--- src/rtl/uart_rx_fifo.sv ---
// ---------------------------------------------------------------------------
// uart_rx_fifo
//
// Receive-side buffer sitting between a UART receiver and its consumer.
// First-word-fall-through FIFO: the oldest stored word is always visible on
// rd_data, and rd_en pops it.
//
// Parameters
//   DATA_BITS  width of one received word (default 8)
//   ADDR_BITS  pointer width; depth is 2**ADDR_BITS words (default 16)
//
// Ports
//   clk_50MHz     system clock, rising-edge active
//   reset         asynchronous, active-high reset
//   wr_en         write strobe (receiver data_ready pulse)
//   wr_data       write word (receiver data_out)
//   rd_en         pop request from the consumer
//   rd_data       head word, valid while empty = 0
//   empty         no words stored
//   full          2**ADDR_BITS words stored
//   count         number of stored words (ADDR_BITS+1 bits)
//   overflow      sticky: a write was dropped because the FIFO was full
//   overflow_clr  synchronous clear of overflow (a same-cycle drop wins)
//   almost_full   count >= depth-2; present only when the macro
//                 UART_RX_FIFO_ALMOST_FULL_EN is defined
// ---------------------------------------------------------------------------
module uart_rx_fifo #(
    parameter int DATA_BITS = 8,
    parameter int ADDR_BITS = 4
) (
    input  logic                 clk_50MHz,
    input  logic                 reset,
    input  logic                 wr_en,
    input  logic [DATA_BITS-1:0] wr_data,
    input  logic                 rd_en,
    output logic [DATA_BITS-1:0] rd_data,
    output logic                 empty,
    output logic                 full,
    output logic [ADDR_BITS:0]   count,
    output logic                 overflow,
    input  logic                 overflow_clr
`ifdef UART_RX_FIFO_ALMOST_FULL_EN
    ,
    output logic                 almost_full
`endif
);

    localparam int DEPTH = 2 ** ADDR_BITS;
    localparam logic [ADDR_BITS:0]   DEPTH_C = (ADDR_BITS + 1)'(DEPTH);
    localparam logic [ADDR_BITS:0]   CNT_ONE = (ADDR_BITS + 1)'(1);
    localparam logic [ADDR_BITS-1:0] PTR_ONE = ADDR_BITS'(1);

    // Storage is deliberately not reset; only pointers and count are.
    logic [DATA_BITS-1:0] r_mem [DEPTH];

    logic [ADDR_BITS-1:0] r_wr_ptr;
    logic [ADDR_BITS-1:0] r_rd_ptr;
    logic [ADDR_BITS:0]   r_count;
    logic                 r_overflow;

    logic w_full;
    logic w_empty;
    logic w_wr_accept;
    logic w_rd_accept;
    logic w_drop;

    // Flags come from the registered count only, so there is no
    // combinational path from the strobes to empty/full.
    assign w_full  = (r_count == DEPTH_C);
    assign w_empty = (r_count == '0);

    // When full, a simultaneous pop frees the head slot in the same edge;
    // wr_ptr equals rd_ptr then, so the new word lands in the slot being
    // vacated and becomes the tail.
    assign w_wr_accept = wr_en && (!w_full || rd_en);
    assign w_rd_accept = rd_en && !w_empty;
    assign w_drop      = wr_en && w_full && !rd_en;

    always_ff @(posedge clk_50MHz) begin
        if (w_wr_accept) begin
            r_mem[r_wr_ptr] <= wr_data;
        end
    end

    // Pointers wrap naturally at their ADDR_BITS width.
    always_ff @(posedge clk_50MHz or posedge reset) begin
        if (reset) begin
            r_wr_ptr <= '0;
            r_rd_ptr <= '0;
        end else begin
            if (w_wr_accept) begin
                r_wr_ptr <= r_wr_ptr + PTR_ONE;
            end
            if (w_rd_accept) begin
                r_rd_ptr <= r_rd_ptr + PTR_ONE;
            end
        end
    end

    always_ff @(posedge clk_50MHz or posedge reset) begin
        if (reset) begin
            r_count <= '0;
        end else begin
            case ({w_wr_accept, w_rd_accept})
                2'b10:   r_count <= r_count + CNT_ONE;
                2'b01:   r_count <= r_count - CNT_ONE;
                default: r_count <= r_count;
            endcase
        end
    end

    // Sticky overflow; a drop in the same cycle as a clear keeps it set.
    always_ff @(posedge clk_50MHz or posedge reset) begin
        if (reset) begin
            r_overflow <= 1'b0;
        end else if (w_drop) begin
            r_overflow <= 1'b1;
        end else if (overflow_clr) begin
            r_overflow <= 1'b0;
        end
    end

    assign rd_data  = r_mem[r_rd_ptr];
    assign empty    = w_empty;
    assign full     = w_full;
    assign count    = r_count;
    assign overflow = r_overflow;

`ifdef UART_RX_FIFO_ALMOST_FULL_EN
    localparam logic [ADDR_BITS:0] AF_LEVEL = DEPTH_C - (ADDR_BITS + 1)'(2);

    assign almost_full = (r_count >= AF_LEVEL);
`endif

endmodule

--- config.mk ---
export PLATFORM = sky130hd
export DESIGN_NAME = uart_rx_fifo
export DESIGN_NICKNAME = d
export VERILOG_FILES = /design/src/rtl/uart_rx_fifo.sv
export SDC_FILE = /design/constraint.sdc
export NUM_CORES = 1
export LEC_CHECK = 0
export ABC_AREA = 1
export CELL_PAD_IN_SITES_DETAIL_PLACEMENT = 1
export CELL_PAD_IN_SITES_GLOBAL_PLACEMENT = 1
export CORE_ASPECT_RATIO = 1.1
export CORE_MARGIN = 2
export CORE_UTILIZATION = 40
export DETAILED_ROUTE_END_ITERATION = 8
export PLACE_DENSITY = 0.7
export SKIP_CTS_REPAIR_TIMING = 1
export SLEW_MARGIN = 40
export SYNTH_ARGS = -nofsm -noshare
export SYNTH_HDL_FRONTEND = slang
export SYNTH_SLANG_ARGS = --single-unit
--- constraint.sdc ---
create_clock -name clk_50MHz -period 2.5 [get_ports clk_50MHz]
set_input_delay 0.25 -clock clk_50MHz [delete_from_list [all_inputs] [get_ports clk_50MHz]]
set_output_delay 0.25 -clock clk_50MHz [all_outputs]
set_load 0.005 [all_outputs]
Word level (Yosys, flattened, before mapping). Memory sizes are Yosys's and may differ from the RTL's. Index checks and enable logic that the tools add are counted.

Register bits after elaboration: 14. RAM bits: 128. Input bits: 13. Output and inout bits: 16. Memories: 1.

Memories: r_mem (words 16, width 8, rd ports 1, clocked after Yosys merged registers in 0, wr ports 1, line 54) `logic [DATA_BITS-1:0] r_mem [DEPTH];`.

Add/sub/neg operators: 4. Eq/ne operators: 3. Mux-type cells: 5. Reductions and logical operators: 11.

Operator list (number): $pmux W5 S2 (1); $add A4 B1 Y4 const B (2); $add A5 B1 Y5 const B (1); $eq A5 B5 Y1 const B (1); $logic_not A5 Y1 (1); $sub A5 B1 Y5 const B (1); $logic_and A1 B1 Y1 (4); $mux W1 (4); $reduce_bool A2 Y1 (2); $logic_not A1 Y1 (3); $eq A2 B1 Y1 const B (1); $eq A2 B2 Y1 const B (1); $logic_or A1 B1 Y1 (1).

Logic depth before layout (Yosys ltp). Gate-level depths: netlist of run 1.

Depth after elaboration: 6. Gate-level depth with buffers: 15.

Least setup slack after synthesis of run 1. No wires, ideal clock.

Path kind: flip-flop to flip-flop. Start: reg r_count[3], in the netlist count[3]. End: reg r_count[4], in the netlist count[4]. Arrival: 2100 ps. Data required time: 2383 ps. Path slack: 283 ps. Cell stages (with the launch flop): 16. Path buffers: 1. Clock period less this slack: 2217 ps. Cell sequence: dfrtp_1 -> nor2_1 -> nand4_2 -> nand2_1 -> buf_2 -> ha_1 -> inv_1 -> fa_1 -> inv_1 -> nand2_1 -> nand2_1 -> nand2_1 -> nand2_1 -> nand2_1 -> nand2_1 -> nand2_1.

Word-level cells in the longest chain between the ends: 6.

RTL lines: start, declared (line 58) `logic [ADDR_BITS:0] r_count;`; start signal, assigned (line 105) `2'b10: r_count <= r_count + CNT_ONE;`; start signal, assigned (line 106) `2'b01: r_count <= r_count - CNT_ONE;`; start signal, assigned (line 107) `default: r_count <= r_count;`; $eq A5 B5 Y1 (line 69) `assign w_full = (r_count == DEPTH_C);`; $logic_not A1 Y1 (line 75) `assign w_wr_accept = wr_en && (!w_full || rd_en);`; $logic_or A1 B1 Y1 (line 75); $logic_and A1 B1 Y1 (line 75); $eq A2 B1 Y1 or $eq A2 B2 Y1 (tied branches) (line 104) `case ({w_wr_accept, w_rd_accept})`; $pmux W5 S2 or $reduce_bool A2 Y1 (tied branches).

Several ways; a longest one is shown, not always the timed one. A chain may end at the register's enable or synchronous reset.

Worst setup path after layout of run 1.
Start: reg r_rd_ptr[0]. End: out rd_data[3].

Word-level cells in the longest chain between the ends: 1.

RTL lines: start, declared (line 57) `logic [ADDR_BITS-1:0] r_rd_ptr;`; start signal, assigned (line 95) `r_rd_ptr <= r_rd_ptr + PTR_ONE;`; $mem_v2 Z16 W8; end, declared (line 36) `output logic [DATA_BITS-1:0] rd_data,`.

Every way passes these cells.

==> results of run 1 <==
-- per-layer routing --
metal / vias up / global-route usage [%]
li1: 2183 / -
met1: 2295 / 25.99
met2: 100 / 34.52
met3: 28 / 4.222
met4: 0 / 8.926
met5: - / 0
-- cells by family (layout without fill, tap and decap cells) --
logic type,count (synthesis),in the layout,share of synthesized area [%]
AND/OR/NAND/NOR,374,374,24.73
flip-flops,142,142,65.37
buffers and inverters,100,175,6.747
adder cells (fa/ha/maj),10,10,2.067
AO/OA/AOI/OAI,7,7,0.5460
XOR/XNOR,4,4,0.5461
-- metrics by stage --
step	util, %	hold WS, ns
floorplan	-	0.1392
global placement	44.76	0.5211
detailed placement	44.76	0.5227
CTS	48.90	0.1920
global route	50.73	0.2356
finish	50.73	0.1836
-- where the power goes --
| group | total (µW) | switching [µW] | leakage (µW) | internal [µW] |
|---|---|---|---|---|
| Sequential | 3110 | 244 | 0.00133 | 2870 |
| Clock | 2730 | 974 | 0.000326 | 1750 |
| Combinational | 3650 | 2180 | 0.00180 | 1480 |
-- path summary, 6_finish.rpt --
path                                   start    endpoint  slack (ns)  cells past startpoint
worst min-delay path                   reset    count[0]        0.18                      2
min in group clk_50MHz          overflow_clr    overflow        0.40                      2
worst min register to register      overflow    overflow        0.53                      2
max in group asynchronous              reset    count[4]        1.89                      2
worst max-delay path             r_rd_ptr[0]  rd_data[3]        0.18                     10
worst max register to register      count[3]    count[4]        0.22                     14
-- worst register-to-register path, cell delays in order (launching register included) --
cell	delay, ns
dfrtp_1	0.43
nor2_2	0.20
nand4_2	0.18
nand2_1	0.14
ha_2	0.25
inv_1	0.09
fa_1	0.37
inv_1	0.09
nand2_1	0.08
nand2_1	0.09
nand2_1	0.05
nand2_1	0.05
nand2_1	0.05
nand2_1	0.06
nand2_1	0.05
-- sequential cells by signal, indices dropped and copies added (netlist names) --
register / cells
r_wr_ptr: 4
r_rd_ptr: 4
count: 5
overflow: 1
r_mem: 128
-- final cells by class --
type                       count  area [µm²]  share of cell area [%]
sequential                   142        4198                   52.78
multi-input combinational    395        1814                   22.81
timing repair buffer          68       743.2                   9.345
clock buffer                  25       559.3                   7.033
inverter                      75       299.0                   3.760
tap                          200       250.2                   3.147
clock inverter                 7       88.84                   1.117
-- cells in the final DEF (no fill, tap or decap), drive strengths merged --
| cell type | count |
|---|---|
| nand3 | 60 |
| inv | 78 |
| edfxtp | 128 |
| ha | 9 |
| bufinv | 2 |
| nand2 | 240 |
| xnor2 | 2 |
| clkdlybuf4s50 | 20 |
| fa | 1 |
| dfrtp | 14 |
| nand4 | 3 |
| xor2 | 2 |
| o21ai | 7 |
| clkinv | 2 |
| nor2 | 54 |
| clkbuf | 29 |
| dlymetal6s2s | 8 |
| or2 | 1 |
| nor3 | 16 |
| buf | 36 |
==> flow_metrics.tcl, run 1 <==
set metrics [dict create \
    yosys-top-cells-count "239 x nand2_1, 128 x edfxtp_1, 69 x inv_1" \
    fp-row-count 48 \
    die_w_um 124.8 \
    firstDrtPassIters 4 \
    crit_path_end_kind "primary output" \
    max_slew_margin_pct 44.57 \
    place_congestion 0.7703 \
    setup-tns-final_ns 0 \
    arrival_ns 2.07 \
    clkTransAtPathRegs_ns 0.06 \
    grt_pass1_vias 4785 \
    ys_ff_latch 142 \
    num-fill-cells 1731 \
    ys.flop_type "edfxtp_1" \
    nets 722 \
    dr_wl_met3_um 817 \
    io_buffers 28 \
    final_layout_size_suffix_gt1_share_pct 14.19 \
    path_cells "buf_12, clkbuf_16, buf_4, nand2_1, nand2_1, nand2_1, nand3_1, nand2_1, nand2_1, dlymetal6s2s_1" \
    fp.dieH_um 136.8 \
    synth_largest_area_cell "edfxtp_1" \
    core_area_um2 15680 \
    power.density_nw_per_um2 1193 \
    post_drt_via_cell_ratio 5.050 \
    worstPathRequired_ns 2.25 \
    syn2layout_area_growth_pct 23.95 \
    rsz0062_at_grt "false" \
    crit_path_max_fanout 13 \
    leakage_uw 0.003453 \
    wl_met1_um 7628 \
    antenna-diode-count 0 \
    crit_path_frequent_cell "nand2_1" \
    antenna_found_initial 0 \
    start_util_pct 40.93 \
    stdcell_count 912 \
    post-route-period-util_pct 92.72 \
    placed_area_um2 7017 \
    dr_wl_met2_um 8738 \
    max_cap_violations 0 \
    fmax_mhz 431.4 \
    dp.cells 866 \
    h-tree-depth 4 \
    skew_ns 0.007941 \
    grt_pass1_wl_um 26390 \
    ir_drop_mv 0.6215 \
    syn_area_um2 6416 \
    clock-sinks 142 \
    path_buf_inv 4 \
    slew_violations 0 \
    dpl_worst_slack_ns 0.05626 \
    routed_wl_um 17610 \
    syn-num-nets 660 \
    root_buffer "clkbuf_16" \
    globalRouteOverflowTotal 0 \
    synth.area.top_cells "edfxtp_1 60%, nand2_1 14%, dfrtp_1 5.5%" \
    grt_max_degree 71 \
    drt_iter0_drc 357 \
    tightest_slew_ns 0.8288 \
    yosysTopAreaCellShare_pct 59.91 \
    ctsLongestPathBuffers 2 \
    syn_avg_cell_area_um2 10.07 \
    synth.yosys.seq_area_share_pct 65.37 \
    dieArea_um2 17070 \
    yosys.cell_count.top_type "nand2_1" \
    hold_viol 0 \
    setup_ws_ns 0.1821 \
    routedWlPerCell_um 19.30 \
    cts_tree "yes" \
    dpl.hpwl_um 10530 \
    synth_edf_count 128 \
    critPathKind "reg2out" \
    async_flop_share_pct 9.859 \
    cts_buffers 17 \
    clk-insertion-delay-late_ns 0.43 \
    io_pins 29 \
    design_area_um2 7953 \
    period_needed_ns 2.318 \
    design_power_total_uw 9491 \
    drc 0 \
    cp_top_family "buffers and inverters" \
    worstHoldPathType "in2async" \
    synth_warnings 0 \
    drtAntennaViolNets 0 \
    syn_inst 637 \
    num_vias 4606 \
    highest_layer "met4" \
    setup_viol 0 \
    grtUsageTotal_pct 20.54 \
    critPathMaxStageDelay_ns 0.48 \
    crit_slowest_cell "dfrtp_2" \
    cp-start-kind "flip-flop" \
    outcome "completed" \
    ys_types 27 \
]
Note: power is estimated with default switching activity, not from simulation.
==> run 2: changes to the inputs <==
--- a/config.mk
+++ b/config.mk
@@ -10,9 +10,9 @@
 export CELL_PAD_IN_SITES_GLOBAL_PLACEMENT = 1
 export CORE_ASPECT_RATIO = 1.1
 export CORE_MARGIN = 2
-export CORE_UTILIZATION = 40
+export CORE_UTILIZATION = 35
 export DETAILED_ROUTE_END_ITERATION = 8
-export PLACE_DENSITY = 0.7
+export PLACE_DENSITY = 0.63
 export SKIP_CTS_REPAIR_TIMING = 1
 export SLEW_MARGIN = 40
 export SYNTH_ARGS = -nofsm -noshare
==> flow_metrics.tcl, run 2 (same netlist as run 1, synthesis figures left out) <==
set metrics [dict create \
    leakage_uw 0.003347 \
    setup_viol 0 \
    ctsLongestPathBuffers 2 \
    grt_max_degree 33 \
    crit_path_start "r_rd_ptr[0]" \
    hold_viol 0 \
    ir_drop_mv 0.6035 \
    post_drt_via_cell_ratio 4.727 \
    start_util_pct 36.04 \
    grtUsageTotal_pct 17.86 \
    regArea_um2 4198 \
    io_pins 29 \
    place_congestion 0.8057 \
    dieArea_um2 19430 \
    power.density_nw_per_um2 1149 \
    post-route-period-util_pct 99.03 \
    cp-start-kind "flip-flop" \
    fmax_mhz 403.9 \
    largest_reg_flops 128 \
    antenna_found_initial 0 \
    top_register "r_mem" \
    grt_pass1_vias 4740 \
    worstPathRequired_ns 2.25 \
    drt_iter0_drc 254 \
    max_slew_margin_pct 44.20 \
    drtAntennaViolNets 0 \
    slew_violations 0 \
    root_buffer "clkbuf_16" \
    antenna-diode-count 0 \
    fp-row-count 51 \
    r2r_slack_ns 0.29 \
    globalRouteOverflowTotal 0 \
    rsz0062_at_grt "true" \
    io_buffers 28 \
    multiInputGateArea_um2 1864 \
    clkTransAtPathRegs_ns 0.06 \
    critPathKind "reg2out" \
    worstHoldPathType "in2async" \
    routed_wl_um 16700 \
    skew_ns 0.008787 \
    crit_path_max_fanout 26 \
    r2r_cells 11 \
    syn2layout_area_growth_pct 22.50 \
    final_cell_mix "235 x nand2_1, 128 x edfxtp_1, 69 x inv_1" \
    clk-insertion-delay-late_ns 0.43 \
    clock-sinks 142 \
    cts_tree "yes" \
    final_common_cell "nand2_1" \
    outcome "completed" \
    fp.dieH_um 146.0 \
    arrival_ns 2.23 \
    firstDrtPassIters 4 \
    h-tree-depth 4 \
    num-fill-cells 1971 \
    utilization_pct 44.15 \
    rr_startpoint "count[3]" \
    max_cap_violations 0 \
    core_area_um2 17800 \
    cts_buffers 17 \
    dpl.hpwl_um 10380 \
    crit_path_end_kind "primary output" \
    routedWlPerCell_um 17.63 \
    num_vias 4476 \
    final_layout_size_suffix_gt1_share_pct 15.09 \
    grt_pass1_wl_um 25860 \
    nets 719 \
    die_w_um 133.1 \
    setup-tns-final_ns 0 \
    r2r-end "count[4]" \
    tightest_slew_ns 0.8343 \
    period_needed_ns 2.476 \
    drc 0 \
]
run 2: layout make-up:
| cell class | count | share of cell area, % |
|---|---|---|
| Timing Repair Buffer | 65 | 8.325 |
| Sequential cell | 142 | 53.41 |
| Multi-Input combinational cell | 395 | 23.72 |
| Tap cell | 238 | 3.789 |
| Clock inverter | 14 | 1.592 |
| Inverter | 75 | 3.709 |
| Clock buffer | 18 | 5.460 |
run 2: how the worst max path moves through the flow:
stage,to,depth (start not counted)
after floorplan,count[4],15
after global placement,count[4],15
after detailed placement,count[4],14
after CTS,rd_data[4],8
after global routing,rd_data[4],8
final,rd_data[4],8
run 2: metrics by stage:
| step | hold slack [ns] | std cells | instance area, µm² | setup WS (ns) | total power, µW |
|---|---|---|---|---|---|
| global placement | 0.5201 | 904 | 7064 | 0.2339 | 6262 |
| global route | 0.2487 | 947 | 7860 | -0.08086 | 9658 |
| CTS | 0.1889 | 936 | 7619 | -0.1080 | 8796 |
| finish | 0.1773 | 947 | 7860 | 0.02428 | 9032 |
| floorplan | 0.1392 | 637 | 6416 | 0.2835 | 5019 |
| detailed placement | 0.5322 | 904 | 7064 | 0.1366 | 6357 |
run 2: routing by layer:
metal / track usage [%] / routed length (µm)
met1: 22.13 / 7509
met2: 30.13 / 8449
met3: 4.354 / 428
met4: 6.968 / 311
met5: 0 / 0
run 2: critical path, cell delays in order (launching register included):
cell,delay (ns)
dfrtp_2,0.46
buf_6,0.25
nand2_1,0.10
nand3_2,0.08
nand2_1,0.05
nor2_1,0.19
nand2_1,0.09
nand2_1,0.07
clkdlybuf4s50_1,0.50
run 2: power by group:
group	internal, µW	switching (µW)	total [µW]	leakage, µW
combinational	1390	2170	3560	0.00176
clock	1440	964	2410	0.000265
sequential	2870	203	3070	0.00133
==> run 3: changes to the inputs <==
--- a/config.mk
+++ b/config.mk
@@ -12,7 +12,7 @@
 export CORE_MARGIN = 2
 export CORE_UTILIZATION = 35
 export DETAILED_ROUTE_END_ITERATION = 8
-export PLACE_DENSITY = 0.63
+export PLACE_DENSITY = 0.64
 export SKIP_CTS_REPAIR_TIMING = 1
 export SLEW_MARGIN = 40
 export SYNTH_ARGS = -nofsm -noshare
==> constraint.sdc (replaced) <==
create_clock -name clk_50MHz -period 2.65 [get_ports clk_50MHz]
set_input_delay 0.265 -clock clk_50MHz [delete_from_list [all_inputs] [get_ports clk_50MHz]]
set_output_delay 0.265 -clock clk_50MHz [all_outputs]
set_load 0.005 [all_outputs]
==> flow_metrics.tcl, run 3 (same netlist as run 1, synthesis figures left out) <==
set metrics [dict create \
    r2r-end "count[4]" \
    r2r_cells 14 \
    crit_slowest_cell "clkdlybuf4s50_1" \
    max_slew_margin_pct 51.92 \
    p_switching_uw 3089 \
    io_buffers 28 \
    p_clk_share_pct 28.9 \
    p_comb_share_pct 36.2 \
    grt_pass1_vias 4924 \
    start_util_pct 36.04 \
    drtAntennaViolNets 0 \
    fp-row-count 51 \
    crit_path_max_fanout 28 \
    routed_wl_um 17270 \
    nets 707 \
    arrival_ns 2.24 \
    r2r_slack_ns 0.36 \
    grt_max_degree 43 \
    ir_drop_mv 0.5021 \
    final_layout_size_suffix_gt1_share_pct 11.19 \
    worstHoldPathType "in2async" \
    rsz0062_at_grt "false" \
    cp-start-kind "flip-flop" \
    drc 0 \
    tightest_slew_ns 0.7189 \
    clock-sinks 142 \
    path_cells "inv_2, buf_12, nand2_1, nand3_2, nand2_1, nor2_1, nand2_1, nand2_1, clkdlybuf4s50_1" \
    io_pins 29 \
    clkTransAtPathRegs_ns 0.06 \
    cts_buffers 17 \
    final_common_cell "nand2_1" \
    power.density_nw_per_um2 1093 \
    die_w_um 133.1 \
    globalRouteOverflowTotal 0 \
    slew_violations 0 \
    swShare_pct 36.87 \
    internal_power_uw 5289 \
    antenna_found_initial 0 \
    rr_startpoint "count[3]" \
    critPathMaxStageDelay_ns 0.51 \
    post_drt_via_cell_ratio 4.844 \
    max_cap_violations 0 \
    syn2layout_area_growth_pct 19.48 \
    period_needed_ns 2.502 \
    grtUsageTotal_pct 18.57 \
    setup_viol 0 \
    ctsLongestPathBuffers 2 \
    fp.dieH_um 146.0 \
    leakage_uw 0.003203 \
    crit_path_end_kind "primary output" \
    root_buffer "clkbuf_16" \
    utilization_pct 43.06 \
    hold_viol 0 \
    routedWlPerCell_um 18.47 \
    top_register "r_mem" \
    seqPwrFrac_pct 34.9 \
    place_congestion 0.7438 \
    firstDrtPassIters 4 \
    crit_path_frequent_cell "nand2_1" \
    antenna-diode-count 0 \
    h-tree-depth 4 \
    fmax_mhz 399.7 \
    dieArea_um2 19430 \
    clk-insertion-delay-late_ns 0.42 \
    final_cell_mix "239 x nand2_1, 128 x edfxtp_1, 69 x inv_1" \
    drt_iter0_drc 274 \
    outcome "completed" \
    holdWs_ns 0.1931 \
    core_area_um2 17800 \
    skew_ns 0.003901 \
    dpl.hpwl_um 11070 \
    grt_pass1_wl_um 27010 \
    critPathKind "reg2out" \
    cts_tree "yes" \
    num_vias 4529 \
    largest_reg_flops 128 \
    post-route-period-util_pct 94.40 \
    worstPathRequired_ns 2.38 \
]
[run 3: cell count changes in the layout (fill, tap and decap cells not counted), moves of 5 or more]
cell | previous run | this run
nor2_1 | 45 | 52
buf_4 | 30 | 21
nand3_2 | 19 | 10
nand3_1 | 41 | 50
dlymetal6s2s_1 | 5 | 0
nor2_2 | 8 | 1
clkdlybuf4s50_1 | 23 | 28
[run 3: routing by layer]
metal  up-vias  wire length (µm)  GRT usage [%]
met4         0               387          7.128
met3        24               573          3.657
met1      2277              7439          22.25
met2        75              8867          32.90
met5         -                 0              0
li1       2153                 -              -
[run 3: worst max-delay path by stage]
stage                startpoint    endpoint  slack [ns]  cells past startpoint
global route        r_rd_ptr[0]  rd_data[7]       0.004                      9
floorplan              count[3]    count[4]        0.43                     15
global placement          rd_en    count[4]        0.32                     15
finish              r_rd_ptr[0]  rd_data[7]        0.15                      9
detailed placement        rd_en    count[4]        0.25                     15
CTS                 r_rd_ptr[1]  rd_data[1]       -0.01                      8
[run 3: layout make-up]
cell class	instances	area, µm²
timing repair buffer	53	500.5
fill	1962	10140
multi-input combinational	395	1789
inverter	75	286.5
clock inverter	15	170.2
clock buffer	17	425.4
tap	238	297.8
sequential	142	4197
[run 3: metrics by stage]
stage                     setup slack (ns)   TNS, ns  area, µm²  std cells  power [µW]
final                               0.1483         0       7666        935        8378
after global routing              0.003546         0       7666        935        8919
after CTS                         -0.01074  -0.01074       7652        935        8465
after detailed placement            0.2483         0       7057        903        6003
after global placement              0.3208         0       7057        903        5904
after floorplan                     0.4335         0       6416        637        4735
[run 3: worst max-delay path, delay by kind of cell (launching register included)]
kind	cells	cell delay, ns
and+or+nand+nor	6	0.57
buffers and inverters	3	0.80
DFF	1	0.44
[run 3: power groups by stage]
stage | registers (µW) | logic [µW] | clock network, µW
floorplan | 2850 | 1880 | 0
global placement | 2950 | 2950 | 0
detailed placement | 2960 | 3040 | 0
CTS | 2920 | 3080 | 2460
global route | 2950 | 3410 | 2560
finish | 2920 | 3030 | 2420
